$ cat src/rtl/key_decoder.sv
// key_decoder: PS/2 set-2 scan decoder driving a Hack key level and a char FIFO.
// Define KEY_DECODER_TYPEMATIC_EN to push again on every repeated make of the held key.
module key_decoder #(
  parameter int FIFO_DEPTH = 8,
  parameter int OUT_WIDTH  = 16
) (
  input  logic                 clk,
  input  logic                 reset,
  input  logic                 scan_ready,
  input  logic [7:0]           scan_code,
  output logic [OUT_WIDTH-1:0] key_out,
  output logic                 char_valid,
  output logic [7:0]           char_data,
  input  logic                 char_ready,
  output logic                 caps,
  output logic                 overflow
);
  localparam int AW = $clog2(FIFO_DEPTH);
  localparam logic [AW:0] DEPTH_C = (AW+1)'(FIFO_DEPTH);

  typedef enum logic [1:0] {IDLE, BRK, EXT, EXT_BRK} state_t;

  state_t      state, state_nxt;
  logic [1:0]  hist;
  logic        stb, dec, mk, bk;
  logic        is_ext, is_brk;
  logic        shift_l, shift_r, caps_held, shift;
  logic        held_vld, held_ext, match;
  logic [7:0]  held_code;
  logic [7:0]  pc, sc_sh, code;
  logic        letter, mapped, push, pop, full, wr;
  logic [AW:0] count;
  logic [AW-1:0] wr_ptr, rd_ptr;
  logic [7:0]  mem [FIFO_DEPTH];

  function automatic logic [7:0] plain_map(input logic [7:0] sc);
    logic [7:0] c;
    c = 8'd0;
    case (sc)
      8'h1C: c = 8'd97;  8'h32: c = 8'd98;  8'h21: c = 8'd99;
      8'h23: c = 8'd100; 8'h24: c = 8'd101; 8'h2B: c = 8'd102;
      8'h34: c = 8'd103; 8'h33: c = 8'd104; 8'h43: c = 8'd105;
      8'h3B: c = 8'd106; 8'h42: c = 8'd107; 8'h4B: c = 8'd108;
      8'h3A: c = 8'd109; 8'h31: c = 8'd110; 8'h44: c = 8'd111;
      8'h4D: c = 8'd112; 8'h15: c = 8'd113; 8'h2D: c = 8'd114;
      8'h1B: c = 8'd115; 8'h2C: c = 8'd116; 8'h3C: c = 8'd117;
      8'h2A: c = 8'd118; 8'h1D: c = 8'd119; 8'h22: c = 8'd120;
      8'h35: c = 8'd121; 8'h1A: c = 8'd122;
      8'h16: c = 8'd49;  8'h1E: c = 8'd50;  8'h26: c = 8'd51;
      8'h25: c = 8'd52;  8'h2E: c = 8'd53;  8'h36: c = 8'd54;
      8'h3D: c = 8'd55;  8'h3E: c = 8'd56;  8'h46: c = 8'd57;
      8'h45: c = 8'd48;
      8'h4E: c = 8'd45;  8'h55: c = 8'd61;  8'h54: c = 8'd91;
      8'h5B: c = 8'd93;  8'h5D: c = 8'd92;  8'h4C: c = 8'd59;
      8'h52: c = 8'd39;  8'h41: c = 8'd44;  8'h49: c = 8'd46;
      8'h4A: c = 8'd47;  8'h0E: c = 8'd96;
      8'h5A: c = 8'd128; 8'h66: c = 8'd129; 8'h76: c = 8'd140;
      8'h0D: c = 8'd9;   8'h29: c = 8'd32;
      8'h05: c = 8'd141; 8'h06: c = 8'd142; 8'h04: c = 8'd143;
      8'h0C: c = 8'd144; 8'h03: c = 8'd145; 8'h0B: c = 8'd146;
      8'h83: c = 8'd147; 8'h0A: c = 8'd148; 8'h01: c = 8'd149;
      8'h09: c = 8'd150; 8'h78: c = 8'd151; 8'h07: c = 8'd152;
      // keypad: plain characters, shift has no effect
      8'h70: c = 8'd48;  8'h69: c = 8'd49;  8'h72: c = 8'd50;
      8'h7A: c = 8'd51;  8'h6B: c = 8'd52;  8'h73: c = 8'd53;
      8'h74: c = 8'd54;  8'h6C: c = 8'd55;  8'h75: c = 8'd56;
      8'h7D: c = 8'd57;  8'h71: c = 8'd46;  8'h79: c = 8'd43;
      8'h7B: c = 8'd45;  8'h7C: c = 8'd42;
      default: c = 8'd0;
    endcase
    return c;
  endfunction

  function automatic logic [7:0] shift_map(input logic [7:0] sc);
    logic [7:0] c;
    c = 8'd0;
    case (sc)
      8'h16: c = 8'd33;  8'h1E: c = 8'd64;  8'h26: c = 8'd35;
      8'h25: c = 8'd36;  8'h2E: c = 8'd37;  8'h36: c = 8'd94;
      8'h3D: c = 8'd38;  8'h3E: c = 8'd42;  8'h46: c = 8'd40;
      8'h45: c = 8'd41;  8'h4E: c = 8'd95;  8'h55: c = 8'd43;
      8'h54: c = 8'd123; 8'h5B: c = 8'd125; 8'h5D: c = 8'd124;
      8'h4C: c = 8'd58;  8'h52: c = 8'd34;  8'h41: c = 8'd60;
      8'h49: c = 8'd62;  8'h4A: c = 8'd63;  8'h0E: c = 8'd126;
      default: c = 8'd0;
    endcase
    return c;
  endfunction

  function automatic logic [7:0] ext_map(input logic [7:0] sc);
    logic [7:0] c;
    c = 8'd0;
    case (sc)
      8'h6B: c = 8'd130; 8'h75: c = 8'd131; 8'h74: c = 8'd132;
      8'h72: c = 8'd133; 8'h6C: c = 8'd134; 8'h69: c = 8'd135;
      8'h7D: c = 8'd136; 8'h7A: c = 8'd137; 8'h70: c = 8'd138;
      8'h71: c = 8'd139; 8'h5A: c = 8'd128; 8'h4A: c = 8'd47;
      default: c = 8'd0;
    endcase
    return c;
  endfunction

  always_ff @(posedge clk or posedge reset)
    if (reset) hist <= 2'b00;
    else hist <= {hist[0], scan_ready};

  assign stb = hist == 2'b01;

  always_ff @(posedge clk or posedge reset)
    if (reset) state <= IDLE;
    else state <= state_nxt;

  always_comb begin
    state_nxt = state;
    if (stb) begin
      unique case (1'b1)
        scan_code == 8'hF0:
          state_nxt = (state == IDLE) ? BRK :
                      (state == EXT) ? EXT_BRK : state;
        scan_code == 8'hE0:
          state_nxt = (state == IDLE) ? EXT :
                      (state == BRK) ? EXT_BRK : state;
        scan_code == 8'hE1: state_nxt = state;
        default: state_nxt = IDLE;
      endcase
    end
  end

  always_comb begin
    is_ext = state inside {EXT, EXT_BRK};
    is_brk = state inside {BRK, EXT_BRK};
    dec = stb && !(scan_code inside {8'hF0, 8'hE0, 8'hE1});
    mk = dec && !is_brk;
    bk = dec && is_brk;
  end

  assign shift = shift_l | shift_r;

  always_comb begin
    pc = plain_map(scan_code);
    sc_sh = shift_map(scan_code);
    letter = pc >= 8'd97 && pc <= 8'd122;
    if (is_ext) code = ext_map(scan_code);
    else if (letter && (shift ^ caps)) code = pc - 8'd32;
    else if (shift && sc_sh != 8'd0) code = sc_sh;
    else code = pc;
  end

  assign mapped = code != 8'd0;
  assign match = held_vld && held_code == scan_code && held_ext == is_ext;

`ifdef KEY_DECODER_TYPEMATIC_EN
  assign push = mk && mapped;
`else
  assign push = mk && mapped && !match;
`endif

  always_ff @(posedge clk or posedge reset)
    if (reset) begin
      shift_l <= 1'b0;
      shift_r <= 1'b0;
      caps <= 1'b0;
      caps_held <= 1'b0;
    end else if (dec && !is_ext) begin
      if (scan_code == 8'h12) shift_l <= !is_brk;
      if (scan_code == 8'h59) shift_r <= !is_brk;
      if (scan_code == 8'h58) begin
        if (!is_brk && !caps_held) caps <= !caps;
        caps_held <= !is_brk;
      end
    end

  always_ff @(posedge clk or posedge reset)
    if (reset) begin
      key_out <= '0;
      held_vld <= 1'b0;
      held_code <= 8'd0;
      held_ext <= 1'b0;
    end else if (push) begin
      key_out <= OUT_WIDTH'(code);
      held_vld <= 1'b1;
      held_code <= scan_code;
      held_ext <= is_ext;
    end else if (bk && match) begin
      key_out <= '0;
      held_vld <= 1'b0;
    end

  assign pop = char_valid && char_ready;
  assign full = count == DEPTH_C;
  assign wr = push && (!full || pop);

  always_ff @(posedge clk)
    if (wr) mem[wr_ptr] <= code;

  always_ff @(posedge clk or posedge reset)
    if (reset) begin
      wr_ptr <= '0;
      rd_ptr <= '0;
      count <= '0;
      overflow <= 1'b0;
    end else begin
      if (wr) wr_ptr <= wr_ptr + 1'b1;
      if (pop) rd_ptr <= rd_ptr + 1'b1;
      if (wr && !pop) count <= count + 1'b1;
      else if (pop && !wr) count <= count - 1'b1;
      if (push && full && !pop) overflow <= 1'b1;
    end

  assign char_valid = count != '0;
  assign char_data = char_valid ? mem[rd_ptr] : 8'd0;
endmodule

$ cat config.mk
export PLATFORM = sky130hd
export DESIGN_NAME = key_decoder
export DESIGN_NICKNAME = d
export VERILOG_FILES = /design/src/rtl/key_decoder.sv
export SDC_FILE = /design/constraint.sdc
export NUM_CORES = 1
export LEC_CHECK = 0
export ABC_CLOCK_PERIOD_IN_PS = 10100
export BUFFER_PORTS_ARGS = -buffer_cell sky130_fd_sc_hd__buf_2
export CAP_MARGIN = 10
export CORE_AREA = 4 4 114 116
export DETAILED_ROUTE_END_ITERATION = 6
export DIE_AREA = 0 0 118 120
export GPL_ROUTABILITY_DRIVEN = 0
export PLACE_DENSITY_LB_ADDON = 0.1
export RECOVER_POWER = 50
export SETUP_SLACK_MARGIN = 0.1
export SLEW_MARGIN = 40
export SYNTH_ARGS = -nofsm -noshare
export SYNTH_HDL_FRONTEND = slang
export SYNTH_SLANG_ARGS = --single-unit
$ cat constraint.sdc
create_clock -name clk -period 10.1 [get_ports clk]
set_input_delay 0.505 -clock clk [delete_from_list [all_inputs] [get_ports clk]]
set_output_delay 0.505 -clock clk [all_outputs]
set_load 0.02 [all_outputs]
==> results of run 1 <==
-- where the power goes --
group	internal, mW	switching (mW)
Combinational	0.204	0.242
Clock	0.193	0.149
Sequential	0.502	0.0909
-- cells by family after synthesis --
kind of cell    Yosys count
compound gates          162
other cells               1
flops                   101
buf+inv                  90
simple gates            205
fa+ha+maj                19
mux                      50
xor+xnor                 21
-- stage by stage --
stage               instances  instance area [um^2]  power, mW  setup slack [ps]  util, %
finish                    794                  7170       1.38              3490     60.2
global route              794                  7170       1.46              3180     60.2
CTS                       794                  7230       1.40              4570     60.7
detailed placement        778                  6930       1.06              4190     58.1
global placement          778                  6920       1.05              4300     58.1
floorplan                 656                  6910      0.942              5080        -
-- Yosys cell counts (5+ instances only) --
master / number / area (um^2)
nand2b_1: 16 / 100
buf_1: 7 / 26.3
buf_6: 6 / 67.6
clkbuf_1: 11 / 41.3
xnor2_1: 15 / 131
xor2_1: 6 / 52.6
a32oi_1: 5 / 43.8
buf_2: 18 / 90.1
nand4_1: 6 / 37.5
dfrtp_1: 37 / 926
nor2_1: 44 / 165
buf_4: 16 / 120
inv_1: 29 / 109
edfxtp_1: 64 / 1920
ha_1: 18 / 225
nor2b_1: 10 / 62.6
or3_1: 6 / 37.5
a221oi_1: 7 / 61.3
a21oi_1: 21 / 105
nor3_1: 18 / 90.1
a21o_1: 7 / 52.6
o21ai_0: 28 / 140
o22ai_1: 6 / 37.5
mux2_4: 7 / 105
mux2i_1: 16 / 160
nor4_1: 6 / 37.5
o211ai_1: 6 / 45.0
mux4_2: 20 / 450
nand2_1: 51 / 191
mux2_2: 6 / 67.6
a211oi_1: 15 / 113
a31oi_1: 8 / 50.1
nand3_1: 13 / 65.1
-- worst paths after layout --
check,startpoint,end,slack (ps),depth (start not counted)
worst min-delay path,scan_ready,hist[0]$_DFF_PP0_,260,1
min in group asynchronous,reset,held_code[4]$_DFFE_PP0N_,870,3
worst max register to register,shift_r$_DFFE_PP0P_,count[3]$_DFFE_PP0P_,5660,16
max in group asynchronous,reset,rd_ptr[2]$_DFFE_PP0P_,8080,3
worst min register to register,hist[0]$_DFF_PP0_,hist[1]$_DFF_PP0_,400,0
worst max-delay path,scan_code[1],count[3]$_DFFE_PP0P_,3490,19
-- layer usage --
layer | vias to the layer above | global-route usage (%)
met5 | - | 0
met4 | 0 | 10.3
met3 | 53 | 4.95
met2 | 313 | 39.8
met1 | 2537 | 31.3
li1 | 2447 | -
-- worst max-delay path, stage by stage --
cell and delay (ps):
clkbuf_1 650, inv_1 300, ha_1 570, mux4_2 590, o41ai_1 460, nor2_1 250, nor4_1 690, nor3_4 90
o211ai_1 790, nor4_4 160, a21oi_2 410, ha_1 280, inv_1 100, ha_1 270, a21o_1 150, a21oi_1 190
xnor2_1 150, nor2_1 70, xor2_1 140
-- flip-flops by register name, summed over array words and instances, names as in the netlist, 2 cells and up --
signal	cells
count	4
held_code	8
hist	2
key_out	8
mem	64
rd_ptr	3
state	2
wr_ptr	3
-- layout make-up --
class                      count  area, um^2
tap                          147         184
multi-input combinational    465        3570
fill                        1016        4740
inverter                      31         116
clock inverter                 7        75.1
sequential                   101        2850
timing repair buffer          34         149
clock buffer                   9         225
==> summary.md, run 1 <==
| Metric | Value |
|---|---|
| Violated checks | `capacitance limit, slew limit` |
| TNS Setup | `0 ps` |
| Max_cap viols | `1` |
| Metal3 WL | `1320 um` |
| Sequential share of the synthesized area | `41.4%` |
| Synth Area in Compound Gates | `17.4%` |
| Post-synthesis xor/xnor area fraction | `2.67%` |
| CP Max Fanout | `21` |
| Pins Over Slew Limit | `38` |
| Crit start category | `input port` |
| Vias in the first global route | `5024` |
| Final WL | `17100 um` |
| Final Hold Fails | `0` |
| Initial antenna violation count | `0` |
| Kind of critical path | `in2reg` |
| HP Class | `in2reg` |
| Post-synth cell types | `90` |
| Slew headroom | `-33.4%` |
| Routed vias/inst | `6.74` |
| Mux contribution to synthesized area | `11.5%` |
| Antenna Cells | `0` |
| DRT Pass-1 Iters | `6` |
| Placeable Area | `11900 um^2` |
| Commonest non-fill, non-tap cell in the layout | `edfxtp_1` |
| Total GRT Usage | `24.2%` |
| Largest net degree at the start of global routing | `75` |
| Post-CTS Setup Inserts | `0` |
| Final net count | `673` |
| Status | `finished with violations` |
| CTS Root Cell | `clkbuf_16` |
| TritonCTS clock tree | `done` |
| Syn Inst Count | `649` |
| Cts hold-fix bufs | `0` |
| P_leak | `2.61 nW` |
| Worst EP required | `10330 ps` |
| DP Wirelength | `11900 um` |
| RSZ-0062 raised after global routing | `false` |
| Number of synthesized flops with an enable pin | `64` |
| Crit end category | `flip-flop` |
| Simple-Gate Fraction of Synth Area | `16.5%` |
| Clk slew on worst S/H paths | `70 ps` |
| Main synth FF type | `edfxtp_1` |
| Clk buf depth | `2` |
| #FFs+latches synth | `101` |
| Worst-Skew Late Latency | `350 ps` |
| Synthesized area per cell | `10.6 um^2` |
| Boundary pin count | `39` |
| Htree depth | `3` |
| Final Skew | `8.13 ps` |
| TritonCTS sink count | `101` |
| Remaining DRCs | `0` |
| Drt first-iter violations | `618` |
| Hold slack final | `262 ps` |
| Wire length on met2 | `8230 um` |
| # resized after CTS | `0` |
| DRT met1 WL | `6900 um` |
| Most frequent cells in the layout | `64 x edfxtp_1, 51 x nand2_1, 45 x nor2_1` |
| Row count | `40` |
| Adder-Cell Fraction of Synth Area | `3.56%` |
| Crit path arrival time | `6850 ps` |
| Initial core utilization | `57.8%` |
| Final Setup Violations | `0` |
| Synth Warn # | `0` |
| Final min period | `6610 ps` |
| Area Overhead vs Synth | `4.07%` |
| Tcrit/Tclk final | `65.5%` |
| Die ar. | `14200 um^2` |
| Main combinational cell family by area after synthesis | `compound AO/OA/AOI/OAI gates` |
| Antenna Nets Post-Route | `0` |
| WL/cell | `21.6 um` |
| Total grt overflow | `0` |
| Max Freq | `151 MHz` |
| Die Span Y | `120 um` |
| DR top layer | `met4` |
| First-pass GRT wire length | `27200 um` |
| Die width | `118 um` |
| Power per cell area | `193 nW/um^2` |
| Share of layout cells above drive strength 1 | `13.9%` |
| Num CTS Buffers | `9` |
| Mapped Area | `6890 um^2` |
| Vias | `5350` |
| Fraction of registers with async set/reset | `36.6%` |
| Actual slew at the worst max-slew pin | `2000 ps` |
| Max rail drop VDD | `106 uV` |
| IO buf count | `30` |
(Power assumes the default switching activity.)
==> run 2: changes to the inputs <==
--- a/config.mk
+++ b/config.mk
@@ -5,12 +5,12 @@
 export SDC_FILE = /design/constraint.sdc
 export NUM_CORES = 1
 export LEC_CHECK = 0
-export ABC_CLOCK_PERIOD_IN_PS = 10100
+export ABC_CLOCK_PERIOD_IN_PS = 5850
 export BUFFER_PORTS_ARGS = -buffer_cell sky130_fd_sc_hd__buf_2
 export CAP_MARGIN = 10
-export CORE_AREA = 4 4 114 116
+export CORE_AREA = 4 4 116 118
 export DETAILED_ROUTE_END_ITERATION = 6
-export DIE_AREA = 0 0 118 120
+export DIE_AREA = 0 0 120 122
 export GPL_ROUTABILITY_DRIVEN = 0
 export PLACE_DENSITY_LB_ADDON = 0.1
 export RECOVER_POWER = 50
==> constraint.sdc (replaced) <==
create_clock -name clk -period 5.85 [get_ports clk]
set_input_delay 0.2925 -clock clk [delete_from_list [all_inputs] [get_ports clk]]
set_output_delay 0.2925 -clock clk [all_outputs]
set_load 0.02 [all_outputs]
==> run 2 against run 1 <==
The run still ends with capacitance limit, slew limit left. Wire length increased by 4.4%. Register-to-register slack got worse by 3900 ps. Combinational power increased by 77%. Flip-flop and latch count unchanged. Sequential share of layout area decreased by 0.68 points. First-iteration DRC count increased by 11%. Critical path depth increased by 2. Count of clock-buffer cells in the layout unchanged. Global-route usage increased by 0.64 points. Clock skew about the same. Critical endpoint unchanged. Worst hold slack got worse by 210 ps. Via count increased by 1.4%.
==> summary.md, run 2 (same netlist as run 1, synthesis figures left out) <==
| Metric | Value |
|---|---|
| P_leak | `2.68 nW` |
| Kind of critical path | `in2reg` |
| IO buf count | `30` |
| Slew headroom | `-31.3%` |
| Share of layout cells above drive strength 1 | `15.7%` |
| TritonCTS sink count | `101` |
| Biggest regs | `mem (64), held_code (8), key_out (8)` |
| Cts hold-fix bufs | `0` |
| Hold slack final | `52.3 ps` |
| Pins Over Slew Limit | `38` |
| Most numerous cell on the critical path | `ha_1` |
| Initial core utilization | `55.2%` |
| Placed Area | `7010 um^2` |
| Die ar. | `14600 um^2` |
| # resized after CTS | `0` |
| Setup WS post-layout | `665 ps` |
| Total GRT Usage | `24.9%` |
| Post-CTS Setup Inserts | `0` |
| Worst hold path endpoint | `hist[0]$_DFF_PP0_` |
| Vias | `5427` |
| Max_cap viols | `1` |
| Routed vias/inst | `6.56` |
| Drt first-iter violations | `686` |
| Status | `finished with violations` |
| CTS Root Cell | `clkbuf_16` |
| Boundary pin count | `39` |
| Antenna Nets Post-Route | `0` |
| Crit-path cells | `clkbuf_1, inv_1, ha_1, mux4_2, nand2_1, o21ai_0, a221oi_1, nand2b_1, or4_1, a31oi_1, o221a_2, nor4_4, a21oi_2, ha_1, inv_1, ha_1, a21o_1, a21oi_1, xnor2_1, nor2_1, xor2_1` |
| Max rail drop VDD | `158 uV` |
| Final Skew | `8.39 ps` |
| Post-place setup slack | `536 ps` |
| Hold Crit Depth | `1` |
| Power per cell area | `334 nW/um^2` |
| Htree depth | `3` |
| WL/cell | `21.6 um` |
| CP Max Fanout | `11` |
| Total Power | `2.44 mW` |
| Final WL | `17900 um` |
| Number of flip-flops in the largest register | `64` |
| Clk buf depth | `2` |
| Violated checks | `capacitance limit, slew limit` |
| Reg-to-Reg Start | `shift_r$_DFFE_PP0P_` |
| RR Endpoint | `count[3]$_DFFE_PP0P_` |
| Remaining DRCs | `0` |
| Final net count | `681` |
| Final Hold Fails | `0` |
| Num CTS Buffers | `9` |
| Crit path buf inv count | `3` |
| Total grt overflow | `0` |
| Crit end category | `flip-flop` |
| Post-route cell area | `7290 um^2` |
| Final Setup Violations | `0` |
| Die width | `120 um` |
| Actual slew at the worst max-slew pin | `1970 ps` |
| Crit path largest cell delay | `520 ps` |
| CP delay by family, top | `compound AO/OA/AOI/OAI gates` |
| Area Overhead vs Synth | `5.89%` |
| Reg2reg path depth | `16` |
| Worst-Skew Late Latency | `350 ps` |
| Die Span Y | `122 um` |
| Antenna Cells | `0` |
| Largest net degree at the start of global routing | `44` |
| Row count | `41` |
| TritonCTS clock tree | `done` |
| Tcrit/Tclk final | `88.6%` |
| HP Class | `in2reg` |
| Final min period | `5180 ps` |
| Critical path's slowest cell | `a221oi_1` |
| RSZ-0062 raised after global routing | `false` |
| Most frequent cells in the layout | `64 x edfxtp_1, 51 x nand2_1, 44 x nor2_1` |
| First-pass GRT wire length | `28200 um` |
| Vias in the first global route | `5085` |
| Crit path arrival time | `5430 ps` |
| Commonest non-fill, non-tap cell in the layout | `edfxtp_1` |
| DRT Pass-1 Iters | `5` |
| HP Start | `scan_ready` |
| Worst EP required | `6090 ps` |
| DP Wirelength | `12600 um` |
| Clk slew on worst S/H paths | `70 ps` |
| Top reg by flops | `mem` |
| TNS Setup | `0 ps` |
| Initial antenna violation count | `0` |
| Placeable Area | `12500 um^2` |
| Max Freq | `193 MHz` |
| Crit start category | `input port` |
| R2R Setup Slk | `1770 ps` |
## run 2: final cells by class
| type | instances | area (um^2) |
|---|---|---|
| repair buffers | 42 | 209 |
| fillers | 1088 | 5170 |
| flip-flops and latches | 101 | 2850 |
| well taps | 172 | 215 |
| clock buffers | 9 | 225 |
| inverters | 31 | 116 |
| multi-input cells | 465 | 3590 |
| clock inverters | 7 | 88.8 |
## run 2: worst reg2reg max path: stages (launching register included)
cell      delay [ps]
dfrtp_1          390
nor2_1           340
xor2_1           170
or3_4            420
or2_4            260
nor3_4           280
o211ai_2         280
nor4_4           460
a21oi_2          110
ha_1             220
inv_1            120
ha_1             250
a21o_1           150
a21oi_1          170
xnor2_1          130
nor2_1            60
xor2_1           140
## run 2: worst max-delay path by stage
stage	startpoint	cells after the start	to
2_1_floorplan	scan_code[0]	23	count[3]$_DFFE_PP0P_
5_1_grt	scan_code[1]	21	count[3]$_DFFE_PP0P_
6_report	scan_code[1]	21	count[3]$_DFFE_PP0P_
3_5_place_dp	scan_code[0]	21	count[3]$_DFFE_PP0P_
4_1_cts	scan_code[0]	21	count[3]$_DFFE_PP0P_
3_3_place_gp	scan_code[0]	21	count[3]$_DFFE_PP0P_
## run 2: power breakdown
| group | switching (mW) | internal (mW) | total (mW) |
|---|---|---|---|
| clock | 0.287 | 0.342 | 0.629 |
| combinational | 0.428 | 0.360 | 0.788 |
| sequential | 0.155 | 0.866 | 1.02 |
| total | 0.869 | 1.57 | 2.44 |
## run 2: metrics by stage
| stage | utilization (%) | instances |
|---|---|---|
| final | 58.5 | 827 |
| after global routing | 58.5 | 827 |
| after detailed placement | 56.2 | 811 |
| after CTS | 58.7 | 827 |
| after floorplan | - | 656 |
| after global placement | 56.2 | 811 |
## run 2: layer usage
layer	vias to the layer above	wire (um)	GRT usage, %
li1	2469	-	-
met4	0	700	11.8
met3	55	1190	4.04
met5	-	0	0
met1	2614	7170	31.9
met2	289	8830	41.3
